`src/rtl/charis_pkg.sv`:
```
// Shared opcode/func constants, ALU encodings and FSM types for the CHARIS control path.
package charis_pkg;

    localparam logic [5:0] OP_RTYPE = 6'b100000;
    localparam logic [5:0] OP_LI    = 6'b111000;
    localparam logic [5:0] OP_LUI   = 6'b111001;
    localparam logic [5:0] OP_ADDI  = 6'b110000;
    localparam logic [5:0] OP_ANDI  = 6'b110010;
    localparam logic [5:0] OP_ORI   = 6'b110011;
    localparam logic [5:0] OP_B     = 6'b111111;
    localparam logic [5:0] OP_BEQ   = 6'b000000;
    localparam logic [5:0] OP_BNE   = 6'b000001;
    localparam logic [5:0] OP_LB    = 6'b000011;
    localparam logic [5:0] OP_SB    = 6'b000111;
    localparam logic [5:0] OP_LW    = 6'b001111;
    localparam logic [5:0] OP_SW    = 6'b011111;

    // R-type func codes are 2'b11 followed by the ALU_func encoding.
    localparam logic [1:0] FUNC_HI  = 2'b11;

    localparam logic [3:0] ALU_ADD  = 4'b0000;
    localparam logic [3:0] ALU_SUB  = 4'b0001;
    localparam logic [3:0] ALU_AND  = 4'b0010;
    localparam logic [3:0] ALU_OR   = 4'b0011;
    localparam logic [3:0] ALU_NOT  = 4'b0100;
    localparam logic [3:0] ALU_SRA  = 4'b1000;
    localparam logic [3:0] ALU_SRL  = 4'b1001;
    localparam logic [3:0] ALU_SLL  = 4'b1010;
    localparam logic [3:0] ALU_ROL  = 4'b1100;
    localparam logic [3:0] ALU_ROR  = 4'b1101;

    localparam int MEM_WAIT_MAX = 7;

    typedef enum logic [3:0] {
        S_FETCH,
        S_DECODE,
        S_EXEC_ALU,
        S_WB_ALU,
        S_EXEC_ADDR,
        S_MEM_RD,
        S_WB_MEM,
        S_MEM_WR,
        S_EXEC_BR,
        S_NOP_DONE,
        S_HALT
    } state_e;

    typedef enum logic [1:0] {
        CLS_ALU,
        CLS_MEM,
        CLS_BR,
        CLS_ILL
    } instr_class_e;

    function automatic logic rfunc_legal(input logic [5:0] func);
        if (func[5:4] != FUNC_HI) return 1'b0;
        case (func[3:0])
            ALU_ADD, ALU_SUB, ALU_AND, ALU_OR, ALU_NOT,
            ALU_SRA, ALU_SRL, ALU_SLL, ALU_ROL, ALU_ROR: return 1'b1;
            default: return 1'b0;
        endcase
    endfunction

endpackage

```
`src/rtl/instr_class_decode.sv`:
```
// Combinational opcode/func classifier shared by the multicycle and future pipelined control.
module instr_class_decode
    import charis_pkg::*;
(
    input  logic [5:0]   opcode,
    input  logic [5:0]   func,
    output instr_class_e cls,
    output logic [3:0]   alu_func,
    output logic         is_imm,
    output logic         is_byte,
    output logic         is_store,
    output logic         ain_zero,
    output logic         uses_rt,
    output logic         legal
);

    always_comb begin
        cls      = CLS_ILL;
        alu_func = ALU_ADD;
        is_imm   = 1'b0;
        is_byte  = 1'b0;
        is_store = 1'b0;
        ain_zero = 1'b0;
        uses_rt  = 1'b0;
        case (opcode)
            OP_RTYPE: begin
                if (rfunc_legal(func)) begin
                    cls      = CLS_ALU;
                    alu_func = func[3:0];
                end
            end
            OP_LI, OP_LUI: begin
                cls      = CLS_ALU;
                is_imm   = 1'b1;
                ain_zero = 1'b1;
            end
            OP_ADDI: begin
                cls    = CLS_ALU;
                is_imm = 1'b1;
            end
            OP_ANDI: begin
                cls      = CLS_ALU;
                is_imm   = 1'b1;
                alu_func = ALU_AND;
            end
            OP_ORI: begin
                cls      = CLS_ALU;
                is_imm   = 1'b1;
                alu_func = ALU_OR;
            end
            OP_B: begin
                cls      = CLS_BR;
                alu_func = ALU_SUB;
            end
            OP_BEQ, OP_BNE: begin
                cls      = CLS_BR;
                alu_func = ALU_SUB;
                uses_rt  = 1'b1;
            end
            OP_LB: begin
                cls     = CLS_MEM;
                is_byte = 1'b1;
            end
            OP_LW: cls = CLS_MEM;
            OP_SB: begin
                cls      = CLS_MEM;
                is_byte  = 1'b1;
                is_store = 1'b1;
                uses_rt  = 1'b1;
            end
            OP_SW: begin
                cls      = CLS_MEM;
                is_store = 1'b1;
                uses_rt  = 1'b1;
            end
            default: ;
        endcase
    end

    assign legal = (cls != CLS_ILL);

endmodule

```
`src/rtl/multicycle_control.sv`:
```
// Multicycle control FSM for the CHARIS datapath.
// Defining ILLEGAL_TRAP_EN turns illegal instructions into a sticky HALT flagged on Illegal.
module multicycle_control
    import charis_pkg::*;
#(
    parameter int MEM_WAIT = 0
) (
    input  logic        Clk,
    input  logic        Reset,
    input  logic [31:0] Instr,
    input  logic        Zero,
    output logic        Instr_LdEn,
    output logic        RF_B_sel,
    output logic        RF_WrData_sel,
    output logic        RF_WrEn,
    output logic        ALU_Ain_zero,
    output logic        ALU_Bin_sel,
    output logic [3:0]  ALU_func,
    output logic        Mem_WrEn,
    output logic        ByteOp,
    output logic        PC_sel,
    output logic        PC_LdEn,
    output logic        Retire
`ifdef ILLEGAL_TRAP_EN
    ,
    output logic        Illegal
`endif
);

    localparam logic [2:0] WAIT_LAST = (MEM_WAIT > MEM_WAIT_MAX) ? 3'(MEM_WAIT_MAX) : 3'(MEM_WAIT);

`ifdef ILLEGAL_TRAP_EN
    localparam state_e ILLEGAL_NEXT = S_HALT;
`else
    localparam state_e ILLEGAL_NEXT = S_NOP_DONE;
`endif

    state_e       state_q, state_d;
    logic [5:0]   op_q, func_q;
    logic [2:0]   wait_q;
    logic         wait_done;

    instr_class_e cls;
    logic [3:0]   dec_alu_func;
    logic         is_imm, is_byte, is_store, ain_zero, uses_rt, legal;

    // Only opcode and func steer control; register/immediate fields belong to the datapath.
    logic         unused_instr_bits;
    assign unused_instr_bits = ^Instr[25:6];

    instr_class_decode u_decode (
        .opcode   (op_q),
        .func     (func_q),
        .cls      (cls),
        .alu_func (dec_alu_func),
        .is_imm   (is_imm),
        .is_byte  (is_byte),
        .is_store (is_store),
        .ain_zero (ain_zero),
        .uses_rt  (uses_rt),
        .legal    (legal)
    );

    assign wait_done = (wait_q == WAIT_LAST);

    always_ff @(posedge Clk) begin
        if (Reset) begin
            state_q <= S_FETCH;
            op_q    <= '0;
            func_q  <= '0;
            wait_q  <= '0;
        end else begin
            state_q <= state_d;
            if (state_q == S_FETCH) begin
                op_q   <= Instr[31:26];
                func_q <= Instr[5:0];
            end
            if ((state_q == S_MEM_RD || state_q == S_MEM_WR) && !wait_done)
                wait_q <= wait_q + 3'd1;
            else
                wait_q <= '0;
        end
    end

    // Outputs are forced low during Reset so an interrupted store or writeback never fires.
    always_comb begin
        state_d       = state_q;
        Instr_LdEn    = 1'b0;
        RF_B_sel      = 1'b0;
        RF_WrData_sel = 1'b0;
        RF_WrEn       = 1'b0;
        ALU_Ain_zero  = 1'b0;
        ALU_Bin_sel   = 1'b0;
        ALU_func      = ALU_ADD;
        Mem_WrEn      = 1'b0;
        ByteOp        = 1'b0;
        PC_sel        = 1'b0;
        PC_LdEn       = 1'b0;
        Retire        = 1'b0;
`ifdef ILLEGAL_TRAP_EN
        Illegal       = 1'b0;
`endif
        if (!Reset) begin
            case (state_q)
                S_FETCH: begin
                    Instr_LdEn = 1'b1;
                    state_d    = S_DECODE;
                end
                S_DECODE: begin
                    RF_B_sel = uses_rt;
                    if (!legal) begin
                        state_d = ILLEGAL_NEXT;
                    end else begin
                        case (cls)
                            CLS_ALU: state_d = S_EXEC_ALU;
                            CLS_MEM: state_d = S_EXEC_ADDR;
                            CLS_BR:  state_d = S_EXEC_BR;
                            default: state_d = ILLEGAL_NEXT;
                        endcase
                    end
                end
                S_EXEC_ALU: begin
                    RF_B_sel     = uses_rt;
                    ALU_Bin_sel  = is_imm;
                    ALU_func     = dec_alu_func;
                    ALU_Ain_zero = ain_zero;
                    state_d      = S_WB_ALU;
                end
                S_WB_ALU: begin
                    RF_WrEn = 1'b1;
                    PC_LdEn = 1'b1;
                    Retire  = 1'b1;
                    state_d = S_FETCH;
                end
                S_EXEC_ADDR: begin
                    RF_B_sel    = uses_rt;
                    ALU_Bin_sel = 1'b1;
                    ALU_func    = ALU_ADD;
                    ByteOp      = is_byte;
                    state_d     = is_store ? S_MEM_WR : S_MEM_RD;
                end
                S_MEM_RD: begin
                    ByteOp = is_byte;
                    if (wait_done) state_d = S_WB_MEM;
                end
                S_WB_MEM: begin
                    RF_WrEn       = 1'b1;
                    RF_WrData_sel = 1'b1;
                    PC_LdEn       = 1'b1;
                    Retire        = 1'b1;
                    ByteOp        = is_byte;
                    state_d       = S_FETCH;
                end
                S_MEM_WR: begin
                    RF_B_sel = uses_rt;
                    ByteOp   = is_byte;
                    if (wait_done) begin
                        Mem_WrEn = 1'b1;
                        PC_LdEn  = 1'b1;
                        Retire   = 1'b1;
                        state_d  = S_FETCH;
                    end
                end
                S_EXEC_BR: begin
                    RF_B_sel = uses_rt;
                    ALU_func = dec_alu_func;
                    if (op_q == OP_BEQ)      PC_sel = Zero;
                    else if (op_q == OP_BNE) PC_sel = ~Zero;
                    else                     PC_sel = 1'b1;
                    PC_LdEn  = 1'b1;
                    Retire   = 1'b1;
                    state_d  = S_FETCH;
                end
                S_NOP_DONE: begin
                    PC_LdEn = 1'b1;
                    Retire  = 1'b1;
                    state_d = S_FETCH;
                end
`ifdef ILLEGAL_TRAP_EN
                S_HALT: begin
                    Illegal = 1'b1;
                    state_d = S_HALT;
                end
`endif
                default: state_d = S_FETCH;
            endcase
        end
    end

endmodule

```
`config.mk`:
```
export PLATFORM = sky130hd
export DESIGN_NAME = multicycle_control
export DESIGN_NICKNAME = d
export VERILOG_FILES = /design/src/rtl/charis_pkg.sv /design/src/rtl/instr_class_decode.sv /design/src/rtl/multicycle_control.sv
export SDC_FILE = /design/constraint.sdc
export NUM_CORES = 1
export LEC_CHECK = 0
export BUFFER_PORTS_ARGS = -buffer_cell sky130_fd_sc_hd__clkbuf_2
export CAP_MARGIN = 20
export CORE_ASPECT_RATIO = 0.9
export CORE_MARGIN = 3
export CORE_UTILIZATION = 40
export CTS_BUF_LIST = sky130_fd_sc_hd__clkbuf_16
export CTS_CLUSTER_DIAMETER = 60
export DETAILED_ROUTE_END_ITERATION = 16
export HOLD_SLACK_MARGIN = 0.03
export PLACE_DENSITY = 0.67
export SLEW_MARGIN = 20
export SYNTH_ARGS = -nofsm -noshare
export SYNTH_HDL_FRONTEND = slang
export SYNTH_SLANG_ARGS = --single-unit
```
`constraint.sdc`:
```
create_clock -name Clk -period 2.1 [get_ports Clk]
set_input_delay 0.42 -clock Clk [delete_from_list [all_inputs] [get_ports Clk]]
set_output_delay 0.42 -clock Clk [all_outputs]
set_load 0.1 [all_outputs]
```
==> impl_metrics.py, run 1 <==
metrics = {
    "status": {
        "run_status": "finished with violations",
        "violations": "negative setup slack",
    },
    "routing": {
        "drc": 0,
        "ant_nets": 0,
        "vias": 1500,
        "dr.pass1.iters": 5,
        "wire_per_inst_um": 15.86,
        "drtIter0Drc": 121,
        "finalWirelength_um": 4219,
        "viasPerCell": 5.639,
    },
    "sta": {
        "period_share_pct": 105.9,
        "finalSetupViolations": 7,
        "setup_ws_ns": -0.1245,
        "tightest_slew_ns": 0.5986,
        "fmax_mhz": 449.5,
        "rsz0062_at_grt": "yes",
        "slew_violations": 0,
        "skew_ns": 0.001806,
        "finalHoldViolations": 0,
        "period_needed_ns": 2.225,
        "relSlewSlack_pct": 59.76,
    },
    "power_and_ir_drop": {
        "p_total_mw": 2.864,
        "power.leakage_nw": 0.8721,
        "p_sw_share_pct": 47.49,
        "combPwrFrac_pct": 62.2,
        "ir_worst_vdd_v": 0.0008079,
        "p_per_area_nw_per_um2": 1325,
        "intPower_mw": 1.504,
        "power.switching_mw": 1.360,
        "p_seq_share_pct": 24.0,
        "p_clk_share_pct": 13.9,
    },
    "logic_synthesis": {
        "yosys.cell_types.count": 48,
        "synthCells": 182,
        "synthArstFlopShare_pct": 0,
        "avgSynthCellArea_um2": 7.590,
        "ys_ff_latch": 20,
        "ys_warn_count": 0,
        "synth_edf_count": 0,
        "ys_seq_area_share_pct": 28.99,
        "synthesis.area_um2": 1381,
        "syn_nets": 219,
        "ys.flop_type": "dfxtp_1",
    },
    "critical_path": {
        "crit_buf_inv": 1,
        "slowest_stage": "or3_1",
        "cp_slowest_stage_delay_ns": 0.44,
        "crit_path_cell_trace": "or3_1 > nor3_2 > o221ai_2 > nor2_4 > buf_12",
        "crit_fanout": 5,
        "cp.required_ns": 1.68,
        "start_kind": "flip-flop",
        "cp-end-kind": "output port",
        "cp.arrival_ns": 1.80,
        "cp_top_family": "simple AND/OR/NAND/NOR gates",
        "worstSetupPathType": "reg -> out",
    },
    "die": {
        "die_h_um": 61.75,
        "io_pins": 50,
        "die_x_um": 67.95,
        "core_um2": 3186,
        "dieArea_um2": 4196,
        "row_count": 19,
        "initial_utilization_pct": 43.36,
    },
    "global_routing": {
        "grt_use_met1_pct": 23.90,
        "first_global_vias": 1387,
        "grt_max_degree": 19,
        "antenna_found_initial": 0,
        "grt_util_met3_pct": 5.036,
        "grt_overflow": 0,
        "use_met2_pct": 34.75,
        "grt_pass1_wl_um": 6134,
        "track_usage_pct": 19.66,
        "busiest_layer": "met2",
    },
    "placed_design": {
        "portBuffers": 29,
        "gp_congestion": 0.9098,
        "hpwl_um": 2835,
    },
    "clock_network": {
        "cts_tree": "built",
        "cts-htree-levels": 1,
        "cts_buffers": 3,
        "cts_root_buffer": "clkbuf_16",
        "clk_pin_slew_ns": 0.06,
        "clk_latency_ns": 0.25,
        "cts.hold.buffers_added": 0,
        "cts_buffer_depth": 2,
        "clkSinkCount": 20,
    },
    "cells_and_area": {
        "diodes": 0,
        "finish.utilization_pct": 67.87,
        "fin_nets": 262,
        "final_common_cell": "nand2_1",
        "syn_to_final_growth_pct": 56.52,
        "drive_above_1_share_pct": 46.43,
        "mostFrequentLayoutCells": "32 x nand2_1, 22 x buf_4, 20 x a21oi_1, 15 x buf_12, 14 x clkbuf_2",
        "nFillCells": 235,
    },
    "hold_path": {
        "hold_class": "in -> reg",
    },
    "flow_run": {
        "drv_cap": 0,
    },
}
[worst paths after layout]
path	startpoint	to	slack, ns	depth (start not counted)
setup / recovery	op_q[3]	RF_B_sel	-0.12	5
hold / removal	Instr[27]	op_q[1]	0.38	3
setup reg to reg	op_q[3]	state_q[2]	0.22	8
hold reg to reg	func_q[5]	func_q[5]	0.48	2
[kinds of logic (layout without fill, tap and decap cells)]
kind of cell,Yosys count,after routing,share of synthesized area [%]
AOI/OAI and AO/OA,47,47,23.01
xor gates and xnor gates,6,6,3.804
adders and majority gates,2,2,1.811
buffers and inverters,25,67,11.32
DFF,20,20,28.99
and+or+nand+nor,82,82,31.07
[metal layers]
| layer | wire [um] | vias up |
|---|---|---|
| li1 | - | 717 |
| met1 | 1689 | 709 |
| met2 | 2236 | 63 |
| met3 | 251 | 11 |
| met4 | 43 | 0 |
| met5 | 0 | - |
[power groups by stage]
stage / Combinational (mW) / Sequential (mW) / Clock, mW
floorplan: 1.31 / 0.565 / 0
global placement: 1.55 / 0.648 / 0
detailed placement: 1.59 / 0.653 / 0
CTS: 1.66 / 0.659 / 0.397
global route: 1.88 / 0.703 / 0.418
finish: 1.78 / 0.687 / 0.397
[what timing repair did]
action	CTS	global route
resized for setup	18	20
setup endpoints to repair	11	12
pin swaps	5	14
setup buffers	2	5
[per-stage QoR]
stage | cell area [um^2] | hold slack, ns | setup slack (ns) | instances | setup TNS, ns
floorplan | 1476 | 0.4173 | -0.3632 | 182 | -0.8260
global placement | 1902 | 0.4305 | 0.06932 | 255 | 0
detailed placement | 1902 | 0.4431 | 0.06579 | 255 | 0
CTS | 2054 | 0.3793 | -0.1072 | 261 | -0.2385
global route | 2162 | 0.3904 | -0.1686 | 266 | -0.7595
finish | 2162 | 0.3758 | -0.1245 | 266 | -0.2949
[cell usage after synthesis, types with 4 or more instances]
| library cell | count | area (um^2) |
|---|---|---|
| xor2_1 | 4 | 35.03 |
| buf_6 | 7 | 78.83 |
| nor2_1 | 14 | 52.55 |
| nand2_1 | 32 | 120.1 |
| inv_1 | 8 | 30.03 |
| dfxtp_1 | 20 | 400.4 |
| a21oi_1 | 21 | 105.1 |
| buf_2 | 5 | 25.02 |
| nand3_1 | 5 | 25.02 |
| nor3_1 | 7 | 35.03 |
[registers in the layout, summed over array words and instances, names as in the netlist, named ones only]
signal / cells
op_q: 6
func_q: 6
wait_q: 3
state_q: 4
[cell type report]
| type | count | area (um^2) | share of cell area (%) |
|---|---|---|---|
| Multi-Input combinational cell | 137 | 994.7 | 46.01 |
| Clock inverter | 1 | 3.754 | 0.1736 |
| Tap cell | 42 | 52.55 | 2.431 |
| Timing Repair Buffer | 55 | 580.6 | 26.85 |
| Clock buffer | 3 | 75.07 | 3.472 |
| Inverter | 8 | 30.03 | 1.389 |
| Sequential cell | 20 | 425.4 | 19.68 |
[worst reg2reg max path, stage by stage (launching register included)]
cell	delay, ns
dfxtp_4	0.36
buf_6	0.12
buf_6	0.13
buf_4	0.13
o21ai_0	0.17
a31oi_1	0.06
o311ai_1	0.46
a21oi_1	0.13
a21o_1	0.21
Power figures use the tool's default switching activity.
==> run 2, diff against run 1 <==
Settings changed: PLACE_DENSITY 0.67 to 0.69.
Clock period 2.1 ns to 2 ns, I/O delays scaled along.
==> run 2 against run 1 <==
Against the previous run:
- largest cell class unchanged
- core utilization is 3.8 points higher
- first-iteration DRC count is 31% lower
- die area stayed put
- global-route usage is 2.8 points higher
- sequential share of layout area is 0.95 points lower
- final cell count is 5.3% higher
- the flow still finishes with violations (negative setup slack)
- routed wire length is 5.5% higher
- combinational power is 15% higher
==> impl_metrics.py, run 2 (synthesis results as in run 1) <==
metrics = {
    "critical_path": {
        "cp-startpoint": "op_q[3]",
        "r2r_end": "state_q[2]",
        "crit_fanout": 6,
        "reg2regPathDepth": 8,
        "start_kind": "flip-flop",
        "regToRegSetupSlack_ns": 0.18,
        "cp.required_ns": 1.60,
        "worstSetupPathType": "reg -> out",
        "cp.arrival_ns": 1.80,
        "r2r_start": "op_q[3]",
        "cp-end-kind": "output port",
    },
    "cells_and_area": {
        "drive_above_1_share_pct": 50.00,
        "final_common_cell": "buf_4",
        "finish.utilization_pct": 71.72,
        "diodes": 0,
        "final_area_um2": 2285,
        "instances_no_fill": 280,
        "fin_nets": 277,
        "reg_top3": "func_q x6, op_q x6, state_q x4",
        "mostFrequentLayoutCells": "37 x buf_4, 32 x nand2_1, 20 x a21oi_1, 15 x buf_12, 14 x clkbuf_2",
        "syn_to_final_growth_pct": 65.40,
        "nFillCells": 245,
    },
    "die": {
        "io_pins": 50,
        "die_h_um": 61.75,
        "core_um2": 3186,
        "dieArea_um2": 4196,
        "initial_utilization_pct": 43.36,
        "row_count": 19,
        "die_x_um": 67.95,
    },
    "global_routing": {
        "first_global_vias": 1559,
        "antenna_found_initial": 0,
        "track_usage_pct": 22.50,
        "grt_overflow": 0,
        "grt_pass1_wl_um": 7086,
        "grt_max_degree": 17,
    },
    "power_and_ir_drop": {
        "ir_worst_vdd_v": 0.0007280,
        "p_total_mw": 3.141,
        "power.leakage_nw": 0.9467,
        "p_per_area_nw_per_um2": 1375,
    },
    "sta": {
        "period_share_pct": 110.2,
        "slew_violations": 0,
        "tns_ns": -0.7882,
        "finalSetupViolations": 11,
        "skew_ns": 0.003405,
        "fmax_mhz": 453.7,
        "rsz0062_at_grt": "yes",
        "setup_ws_ns": -0.2040,
        "finalHoldViolations": 0,
        "tightest_slew_ns": 0.4455,
        "period_needed_ns": 2.204,
        "fin_hold_ws_ns": 0.3723,
        "relSlewSlack_pct": 69.83,
    },
    "clock_network": {
        "clkSinkCount": 20,
        "cts.hold.buffers_added": 0,
        "clk_pin_slew_ns": 0.05,
        "cts_tree": "built",
        "cts_root_buffer": "clkbuf_16",
        "cts-htree-levels": 1,
        "cts_buffer_depth": 2,
        "cts_buffers": 3,
        "clk_latency_ns": 0.25,
    },
    "routing": {
        "viasPerCell": 5.554,
        "dr.pass1.iters": 4,
        "wire_per_inst_um": 15.90,
        "drtIter0Drc": 83,
        "drc": 0,
        "finalWirelength_um": 4452,
        "ant_nets": 0,
        "vias": 1555,
    },
    "placed_design": {
        "hpwl_um": 3043,
        "portBuffers": 29,
        "placed_area_um2": 1977,
        "place_ws_ns": -0.03445,
        "gp_congestion": 0.8726,
        "dp.cells": 259,
    },
    "hold_path": {
        "hold_class": "in -> reg",
        "hold_path_depth": 3,
        "hp-start": "Instr[28]",
        "min_to": "op_q[2]",
    },
    "status": {
        "run_status": "finished with violations",
        "violations": "negative setup slack",
    },
    "flow_run": {
        "drv_cap": 0,
    },
}
==> run 2: cell types whose count changed in the layout (fill, tap and decap cells not counted), sizes merged <==
cell    previous run  this run
buf               41        56
clkinv             1         0
==> run 2: area by class of cell <==
type	count	area (um^2)	share of cell area [%]
clock buffer	3	75.07	3.286
multi-input combinational	137	1002	43.87
inverter	8	30.03	1.314
sequential	20	427.9	18.73
tap	42	52.55	2.300
timing repair buffer	70	696.9	30.50
==> run 2: report_power, final <==
group | switching (mW) | total [mW] | leakage [nW] | internal, mW
Clock | 0.140 | 0.403 | 0.0370 | 0.263
Sequential | 0.154 | 0.697 | 0.170 | 0.543
Combinational | 1.17 | 2.04 | 0.740 | 0.872
==> run 2: metal layers <==
metal	vias up	GRT usage (%)	wire length, um	part of all wire (%)
met4	0	6.232	28	0.63
met5	-	0	0	0
li1	747	-	-	-
met3	6	3.417	151	3.4
met1	762	28.29	1799	40
met2	40	40.25	2473	56
==> run 2: how the worst max path moves through the flow <==
stage	slack [ns]	depth (start not counted)	endpoint
floorplan	-0.38	6	ALU_Bin_sel
global placement	0.004	5	RF_B_sel
detailed placement	-0.03	5	RF_B_sel
CTS	-0.20	5	RF_B_sel
global route	-0.24	7	RF_B_sel
finish	-0.20	7	RF_B_sel
==> run 2: worst max-delay path: stages, from the launching register on <==
cell       delay (ns)
dfxtp_4          0.38
buf_6            0.10
buf_6            0.08
nand2_4          0.05
a2111oi_4        0.44
o221ai_2         0.17
nor2_4           0.15
buf_12           0.18
==> run 2: timing repair <==
item | 4_1_cts | 5_1_grt
pin swaps | 9 | 8
buffers inserted | 13 | 5
resized for setup | 22 | 9
endpoints found under the setup margin | 11 | 13
hold endpoints to repair | 0 | 0
